[src/rtl/scr1_tapc_fsm_ctrl_if.sv]
// DR control bus between the TAP controller and its attached data registers.
//   fsm_reset  : high while the TAP sits in Test-Logic-Reset (sync reset for DRs)
//   dr_select  : one-hot DR select, [0] IDCODE, [1] DTMCS, [2] DMI
//   dr_capture : TAP in Capture-DR
//   dr_shift   : TAP in Shift-DR
//   dr_update  : TAP in Update-DR
//   dr_tdo     : serial outputs of the DRs, same bit order as dr_select
// Strobe semantics: there is no valid/ready pair. Each strobe is a level that
// is high for exactly the TCK cycles the TAP spends in the matching state. A DR
// acts on the rising TCK edge only while its dr_select bit and a strobe are both
// high. dr_tdo is sampled by the TAP on the falling edge of every Shift-DR cycle.
interface scr1_tapc_fsm_ctrl_if;
  logic       fsm_reset;
  logic [2:0] dr_select;
  logic       dr_capture;
  logic       dr_shift;
  logic       dr_update;
  logic [2:0] dr_tdo;

  modport master (
    output fsm_reset, dr_select, dr_capture, dr_shift, dr_update,
    input  dr_tdo
  );

  modport slave (
    input  fsm_reset, dr_select, dr_capture, dr_shift, dr_update,
    output dr_tdo
  );
endinterface

[src/rtl/scr1_tapc_fsm_ctrl.sv]
// JTAG TAP controller: IEEE 1149.1 16-state FSM, instruction register,
// instruction decode, internal bypass DR and the TDO mux.
// Ports:
//   clk       : TCK
//   rst_n     : TRST_n, asynchronous, active-low
//   tms, tdi  : JTAG inputs, sampled on rising TCK
//   tdo       : serial out, registered on falling TCK
//   tdo_en    : TDO output enable, registered on falling TCK
//   ir_value  : current (updated) instruction
//   fsm_state : current TAP state, for observation
//   dr_bus    : DR control strobes / DR serial returns (master side)
module scr1_tapc_fsm_ctrl #(
  parameter int unsigned         IR_WIDTH  = 5,
  parameter logic [IR_WIDTH-1:0] IDCODE_OP = 'h01,
  parameter logic [IR_WIDTH-1:0] DTMCS_OP  = 'h10,
  parameter logic [IR_WIDTH-1:0] DMI_OP    = 'h11
) (
  input  logic                clk,
  input  logic                rst_n,
  input  logic                tms,
  input  logic                tdi,
  output logic                tdo,
  output logic                tdo_en,
  output logic [IR_WIDTH-1:0] ir_value,
  output logic [3:0]          fsm_state,
  scr1_tapc_fsm_ctrl_if.master dr_bus
);

  typedef enum logic [3:0] {
    TLR      = 4'd0,
    RTI      = 4'd1,
    SEL_DR   = 4'd2,
    CAP_DR   = 4'd3,
    SH_DR    = 4'd4,
    EX1_DR   = 4'd5,
    PAUSE_DR = 4'd6,
    EX2_DR   = 4'd7,
    UPD_DR   = 4'd8,
    SEL_IR   = 4'd9,
    CAP_IR   = 4'd10,
    SH_IR    = 4'd11,
    EX1_IR   = 4'd12,
    PAUSE_IR = 4'd13,
    EX2_IR   = 4'd14,
    UPD_IR   = 4'd15
  } tap_state_e;

  // Fixed pattern the IR presents in Capture-IR (LSB = 1 as 1149.1 requires).
  localparam logic [IR_WIDTH-1:0] IR_CAPTURE = IR_WIDTH'(1);

  tap_state_e          state, state_next;
  logic [IR_WIDTH-1:0] ir_shift;
  logic                bypass_reg;
  logic [2:0]          dr_sel;
  logic                tdo_next;
  logic                tdo_en_next;

  // ---------------------------------------------------------------- FSM
  always_ff @(posedge clk or negedge rst_n) begin
    if (!rst_n) state <= TLR;
    else        state <= state_next;
  end

  always_comb begin
    state_next = state;
    case (state)
      TLR:      state_next = tms ? TLR    : RTI;
      RTI:      state_next = tms ? SEL_DR : RTI;
      SEL_DR:   state_next = tms ? SEL_IR : CAP_DR;
      CAP_DR:   state_next = tms ? EX1_DR : SH_DR;
      SH_DR:    state_next = tms ? EX1_DR : SH_DR;
      EX1_DR:   state_next = tms ? UPD_DR : PAUSE_DR;
      PAUSE_DR: state_next = tms ? EX2_DR : PAUSE_DR;
      EX2_DR:   state_next = tms ? UPD_DR : SH_DR;
      UPD_DR:   state_next = tms ? SEL_DR : RTI;
      SEL_IR:   state_next = tms ? TLR    : CAP_IR;
      CAP_IR:   state_next = tms ? EX1_IR : SH_IR;
      SH_IR:    state_next = tms ? EX1_IR : SH_IR;
      EX1_IR:   state_next = tms ? UPD_IR : PAUSE_IR;
      PAUSE_IR: state_next = tms ? EX2_IR : PAUSE_IR;
      EX2_IR:   state_next = tms ? UPD_IR : SH_IR;
      UPD_IR:   state_next = tms ? SEL_DR : RTI;
      default:  state_next = TLR;
    endcase
  end

  assign fsm_state         = state;
  assign dr_bus.fsm_reset  = (state == TLR);
  assign dr_bus.dr_capture = (state == CAP_DR);
  assign dr_bus.dr_shift   = (state == SH_DR);
  assign dr_bus.dr_update  = (state == UPD_DR);

  // ---------------------------------------------------------------- IR
  always_ff @(posedge clk or negedge rst_n) begin
    if (!rst_n) begin
      ir_shift <= IR_CAPTURE;
    end else if (state == TLR || state == CAP_IR) begin
      ir_shift <= IR_CAPTURE;
    end else if (state == SH_IR) begin
      ir_shift <= {tdi, ir_shift[IR_WIDTH-1:1]};
    end
  end

  // Instruction changes on the falling edge so DRs see a stable select for
  // the whole following rising edge.
  always_ff @(negedge clk or negedge rst_n) begin
    if (!rst_n)                ir_value <= IDCODE_OP;
    else if (state == TLR)     ir_value <= IDCODE_OP;
    else if (state == UPD_IR)  ir_value <= ir_shift;
  end

  always_comb begin
    dr_sel = 3'b000;
    if      (ir_value == IDCODE_OP) dr_sel = 3'b001;
    else if (ir_value == DTMCS_OP)  dr_sel = 3'b010;
    else if (ir_value == DMI_OP)    dr_sel = 3'b100;
  end

  assign dr_bus.dr_select = dr_sel;

  // ---------------------------------------------------------------- bypass
  always_ff @(posedge clk or negedge rst_n) begin
    if (!rst_n)                 bypass_reg <= 1'b0;
    else if (state == CAP_DR)   bypass_reg <= 1'b0;
    else if (state == SH_DR)    bypass_reg <= tdi;
  end

  // ---------------------------------------------------------------- TDO
  // Unknown opcodes select no DR, so the bypass bit drives TDO.
  always_comb begin
    tdo_next    = 1'b0;
    tdo_en_next = 1'b0;
    case (state)
      SH_IR: begin
        tdo_next    = ir_shift[0];
        tdo_en_next = 1'b1;
      end
      SH_DR: begin
        tdo_next    = (dr_sel == 3'b000) ? bypass_reg : |(dr_sel & dr_bus.dr_tdo);
        tdo_en_next = 1'b1;
      end
      default: begin
        tdo_next    = 1'b0;
        tdo_en_next = 1'b0;
      end
    endcase
  end

  always_ff @(negedge clk or negedge rst_n) begin
    if (!rst_n) begin
      tdo    <= 1'b0;
      tdo_en <= 1'b0;
    end else begin
      tdo    <= tdo_next;
      tdo_en <= tdo_en_next;
    end
  end

endmodule

[src/flat_wrapper.sv]
// flat-port wrapper written by rule: the top's interface ports become plain ports
module scr1_tapc_fsm_ctrl_flat 
#(
  parameter int unsigned         IR_WIDTH  = 5,
  parameter logic [IR_WIDTH-1:0] IDCODE_OP = 'h01,
  parameter logic [IR_WIDTH-1:0] DTMCS_OP  = 'h10,
  parameter logic [IR_WIDTH-1:0] DMI_OP    = 'h11
)
  (clk, rst_n, tms, tdi, tdo, tdo_en, ir_value, fsm_state, dr_bus_fsm_reset, dr_bus_dr_select, dr_bus_dr_capture, dr_bus_dr_shift, dr_bus_dr_update, dr_bus_dr_tdo);
  scr1_tapc_fsm_ctrl_if dr_bus_i ();
  input  logic clk;
  input  logic rst_n;
  input  logic tms;
  input  logic tdi;
  output logic tdo;
  output logic tdo_en;
  output logic [IR_WIDTH-1:0] ir_value;
  output logic [3:0] fsm_state;
  output wire logic [$bits(dr_bus_i.fsm_reset)-1:0] dr_bus_fsm_reset;
  output wire logic [$bits(dr_bus_i.dr_select)-1:0] dr_bus_dr_select;
  output wire logic [$bits(dr_bus_i.dr_capture)-1:0] dr_bus_dr_capture;
  output wire logic [$bits(dr_bus_i.dr_shift)-1:0] dr_bus_dr_shift;
  output wire logic [$bits(dr_bus_i.dr_update)-1:0] dr_bus_dr_update;
  input wire logic [$bits(dr_bus_i.dr_tdo)-1:0] dr_bus_dr_tdo;
  assign dr_bus_fsm_reset = dr_bus_i.fsm_reset;
  assign dr_bus_dr_select = dr_bus_i.dr_select;
  assign dr_bus_dr_capture = dr_bus_i.dr_capture;
  assign dr_bus_dr_shift = dr_bus_i.dr_shift;
  assign dr_bus_dr_update = dr_bus_i.dr_update;
  assign dr_bus_i.dr_tdo = dr_bus_dr_tdo;
  scr1_tapc_fsm_ctrl #(.IR_WIDTH(IR_WIDTH), .IDCODE_OP(IDCODE_OP), .DTMCS_OP(DTMCS_OP), .DMI_OP(DMI_OP)) u_core (.clk(clk), .rst_n(rst_n), .tms(tms), .tdi(tdi), .tdo(tdo), .tdo_en(tdo_en), .ir_value(ir_value), .fsm_state(fsm_state), .dr_bus(dr_bus_i));
endmodule
[config.mk]
export PLATFORM = sky130hd
export DESIGN_NAME = scr1_tapc_fsm_ctrl_flat
export DESIGN_NICKNAME = d
export VERILOG_FILES = /design/src/rtl/scr1_tapc_fsm_ctrl_if.sv /design/src/rtl/scr1_tapc_fsm_ctrl.sv /design/src/flat_wrapper.sv
export SDC_FILE = /design/constraint.sdc
export NUM_CORES = 1
export LEC_CHECK = 0
export BUFFER_PORTS_ARGS = -buffer_cell sky130_fd_sc_hd__buf_2
export CAP_MARGIN = 40
export CORE_MARGIN = 2
export CORE_UTILIZATION = 46
export CTS_CLUSTER_SIZE = 14
export DETAILED_ROUTE_END_ITERATION = 8
export PLACE_DENSITY = 0.73
export SYNTH_ARGS = -nofsm -noshare
export SYNTH_HDL_FRONTEND = slang
export SYNTH_SLANG_ARGS = --single-unit
[constraint.sdc]
create_clock -name clk -period 1.2 [get_ports clk]
set_clock_uncertainty 0.05 [all_clocks]
set_input_delay 0.06 -clock clk [delete_from_list [all_inputs] [get_ports clk]]
set_output_delay 0.06 -clock clk [all_outputs]
set_load 0.005 [all_outputs]
==> impl_metrics.json <==
{
  "status": "finished, violations left",
  "violations": "negative setup slack",
  "grt_setup_unrepaired": "true",
  "tightest_slew_ns": 0.3852,
  "cap_viol_max_count": 0,
  "endpoint_kind": "flip-flop",
  "synth.cell_area_sq_um": 993.5,
  "synth_nets": 117,
  "overflow": 0,
  "antenna_cells": 0,
  "initialDrtViolationCount": 111,
  "worstSetupStartpoint": "u_core.fsm_state[2]",
  "use_met3_pct": 2.083,
  "synthCells": 110,
  "synth_edf_count": 0,
  "die-area_sq_mm": 0.002547,
  "synth_seq_area_share_pct": 43.07,
  "layout-drive-gt1-share_pct": 64.40,
  "cts.clk_slew.worst_paths_ns": 0.11,
  "synthTopCellsByArea": "dfrtp_1, dfrtn_1, a22o_1",
  "clkLatencyLatePin_ns": 0.37,
  "die_w_um": 50.47,
  "synth_common_cells": "a21oi_1, nor2_1, a22o_1, dfrtp_1, nand2_1",
  "core_area_sq_mm": 0.002002,
  "first_pass_iters": 7,
  "drc": 0,
  "met1_usage_pct": 42.88,
  "gr-max-usage-layer": "met2",
  "postLayoutCoreUtil_pct": 96.63,
  "synth_area_leader_cell": "dfrtp_1",
  "total_power_mw": 5.730,
  "fin_area_sq_mm": 0.001934,
  "grt_pass1_vias": 1203,
  "critPathKind": "flip-flop to flip-flop",
  "clockBufferDepth": 2,
  "cp-start-kind": "flip-flop",
  "antenna_found_initial": 0,
  "htreeDepth": 1,
  "ys_seq_elements": 17,
  "synthFlopType": "dfrtp_1",
  "avgRoutedWirePerCell_um": 25.60,
  "r2r_start": "u_core.fsm_state[2]",
  "min-delay-start": "tms",
  "yosys.area.top_type_share_pct": 22.67,
  "gp_congestion": 0.8350,
  "ant_nets": 0,
  "vias_per_cell": 6.826,
  "clock-root-buffer": "clkbuf_4",
  "ys_types": 37,
  "syn-mean-instance-area_sq_um": 9.031,
  "cts.sink_count": 17,
  "slew-limit-headroom_pct": 74.05,
  "async_reset_ff_share_pct": 100.0,
  "hold_path.class": "input pin to flip-flop",
  "vdd_drop_max_mv": 2.644,
  "final_nets": 199,
  "cpPeakStageDelay_ns": 0.50,
  "path_buf_inv": 0,
  "finalSetupViolations": 35,
  "crit_path_max_fanout": 5,
  "grt_usage_pct": 33.31,
  "tritoncts": "yes",
  "cp.arrival_ns": 1.49,
  "chipHeight_um": 50.47,
  "route.vias.total": 1488,
  "grt_first_pass_wirelength_um": 6196,
  "timing.final.ws_setup_ns": -0.7891,
  "grt_max_degree": 23,
  "cp.required_ns": 0.70,
  "slew_viol_final": 0,
  "powerDensity_mw_per_mm2": 2962,
  "cpLargestDelayFamily": "flip-flops",
  "areaGrowthSynthToFinish_pct": 94.71,
  "wl_um": 5581,
  "crit_slowest_cell": "dfrtp_1",
  "cts-buffers-inserted": 3,
  "ys_warn_count": 0,
  "dp_hpwl_um": 1984,
  "finalHoldViolations": 0,
  "post_dp_cell_area_sq_mm": 0.001383,
  "num_rows": 16,
  "port_buffers": 24,
  "ios": 25,
  "start_util_pct": 49.63,
  "cp_cell_sequence": "nand4_1, o22ai_2, nor2_1",
  "p_leak_nw": 0.9355,
  "place_ws_ns": -0.6129,
  "globalRouteMet2Util_pct": 59.21
}
## power breakdown
part,leakage (nW),switching (mW),internal [mW]
Clock,0.0192,0.226,0.127
Sequential,0.217,0.317,0.804
Combinational,0.699,2.09,2.16
Total,0.935,2.64,3.09
## metal layers
metal / vias to the layer above / share of wire [%]
li1: 572 / -
met1: 687 / 32
met2: 168 / 44
met3: 61 / 13
met4: 0 / 11
met5: - / 0
## kinds of logic (layout without fill, tap and decap cells)
family	Yosys count	count (layout)	synth area share [%]
buffers and inverters	14	95	6.423
multiplexers	1	1	1.133
AO/OA/AOI/OAI	42	42	29.10
flip-flops	17	17	43.07
AND/OR/NAND/NOR	35	35	19.40
XOR/XNOR	1	1	0.8818
## worst paths after layout
kind                       slack (ns)             endpoint  cells after the start
setup / recovery                -0.79   u_core.ir_value[4]                      3
hold / removal                   0.13  u_core.fsm_state[3]                      3
setup reg to reg                -0.79   u_core.ir_value[4]                      3
hold reg to reg                  0.57   u_core.ir_shift[0]                      2
max in group asynchronous        0.11   u_core.ir_value[0]                      2
min in group asynchronous        0.40   u_core.ir_shift[0]                      2
## cells in the final DEF, fill, tap and decap left out, types with 2 or more instances in the layout
cell / Yosys / layout
o22ai_1: 6 / 3
nand3_2: 0 / 2
dfstp_2: 2 / 2
and3_1: 2 / 2
a21oi_1: 10 / 7
o21ai_2: 0 / 3
nand2_1: 7 / 5
inv_1: 5 / 4
dfrtp_1: 9 / 6
nand2_4: 0 / 2
buf_2: 3 / 17
nor3_2: 2 / 2
inv_2: 2 / 3
clkbuf_4: 0 / 3
nor3_4: 0 / 3
buf_8: 0 / 2
dfrtp_2: 0 / 3
o22ai_2: 0 / 3
buf_6: 0 / 28
buf_4: 2 / 33
a21oi_2: 0 / 2
o32ai_2: 0 / 2
a22o_1: 9 / 9
nor2_1: 10 / 10
dlygate4sd3_1: 0 / 2
dfrtn_1: 6 / 6
## tightest hold or removal path, delay by kind of cell
| family | cells | cell delay (ns) |
|---|---|---|
| buf+inv | 1 | 0.20 |
| compound gates | 2 | 0.19 |
## layout make-up
type,count,area (sq um)
repair buffers,84,743.2
multi-input cells,79,671.9
flip-flops and latches,17,431.7
fillers,39,67.56
well taps,27,33.78
clock buffers,3,22.52
inverters,6,22.52
clock inverters,2,8.758
## timing repair
action,in CTS,in global routing
setup endpoints to repair,33,35
setup buffers,12,17
gates cloned,0,1
gates resized for setup,48,24
pin swaps,19,18
hold buffers,2,0
endpoints found under the hold margin,11,0
## metrics by stage
| stage | instances | hold WS [ns] | TNS, ns |
|---|---|---|---|
| 3_3_place_gp | 188 | 0.09914 | -6.529 |
| 3_5_place_dp | 188 | 0.1103 | -7.107 |
| 6_report | 218 | 0.1310 | -16.32 |
| 5_1_grt | 218 | 0.1349 | -17.04 |
| 2_1_floorplan | 110 | -0.2856 | -4.850 |
| 4_1_cts | 206 | 0.08135 | -12.02 |
No activity file was read; power rests on OpenSTA's default activity.
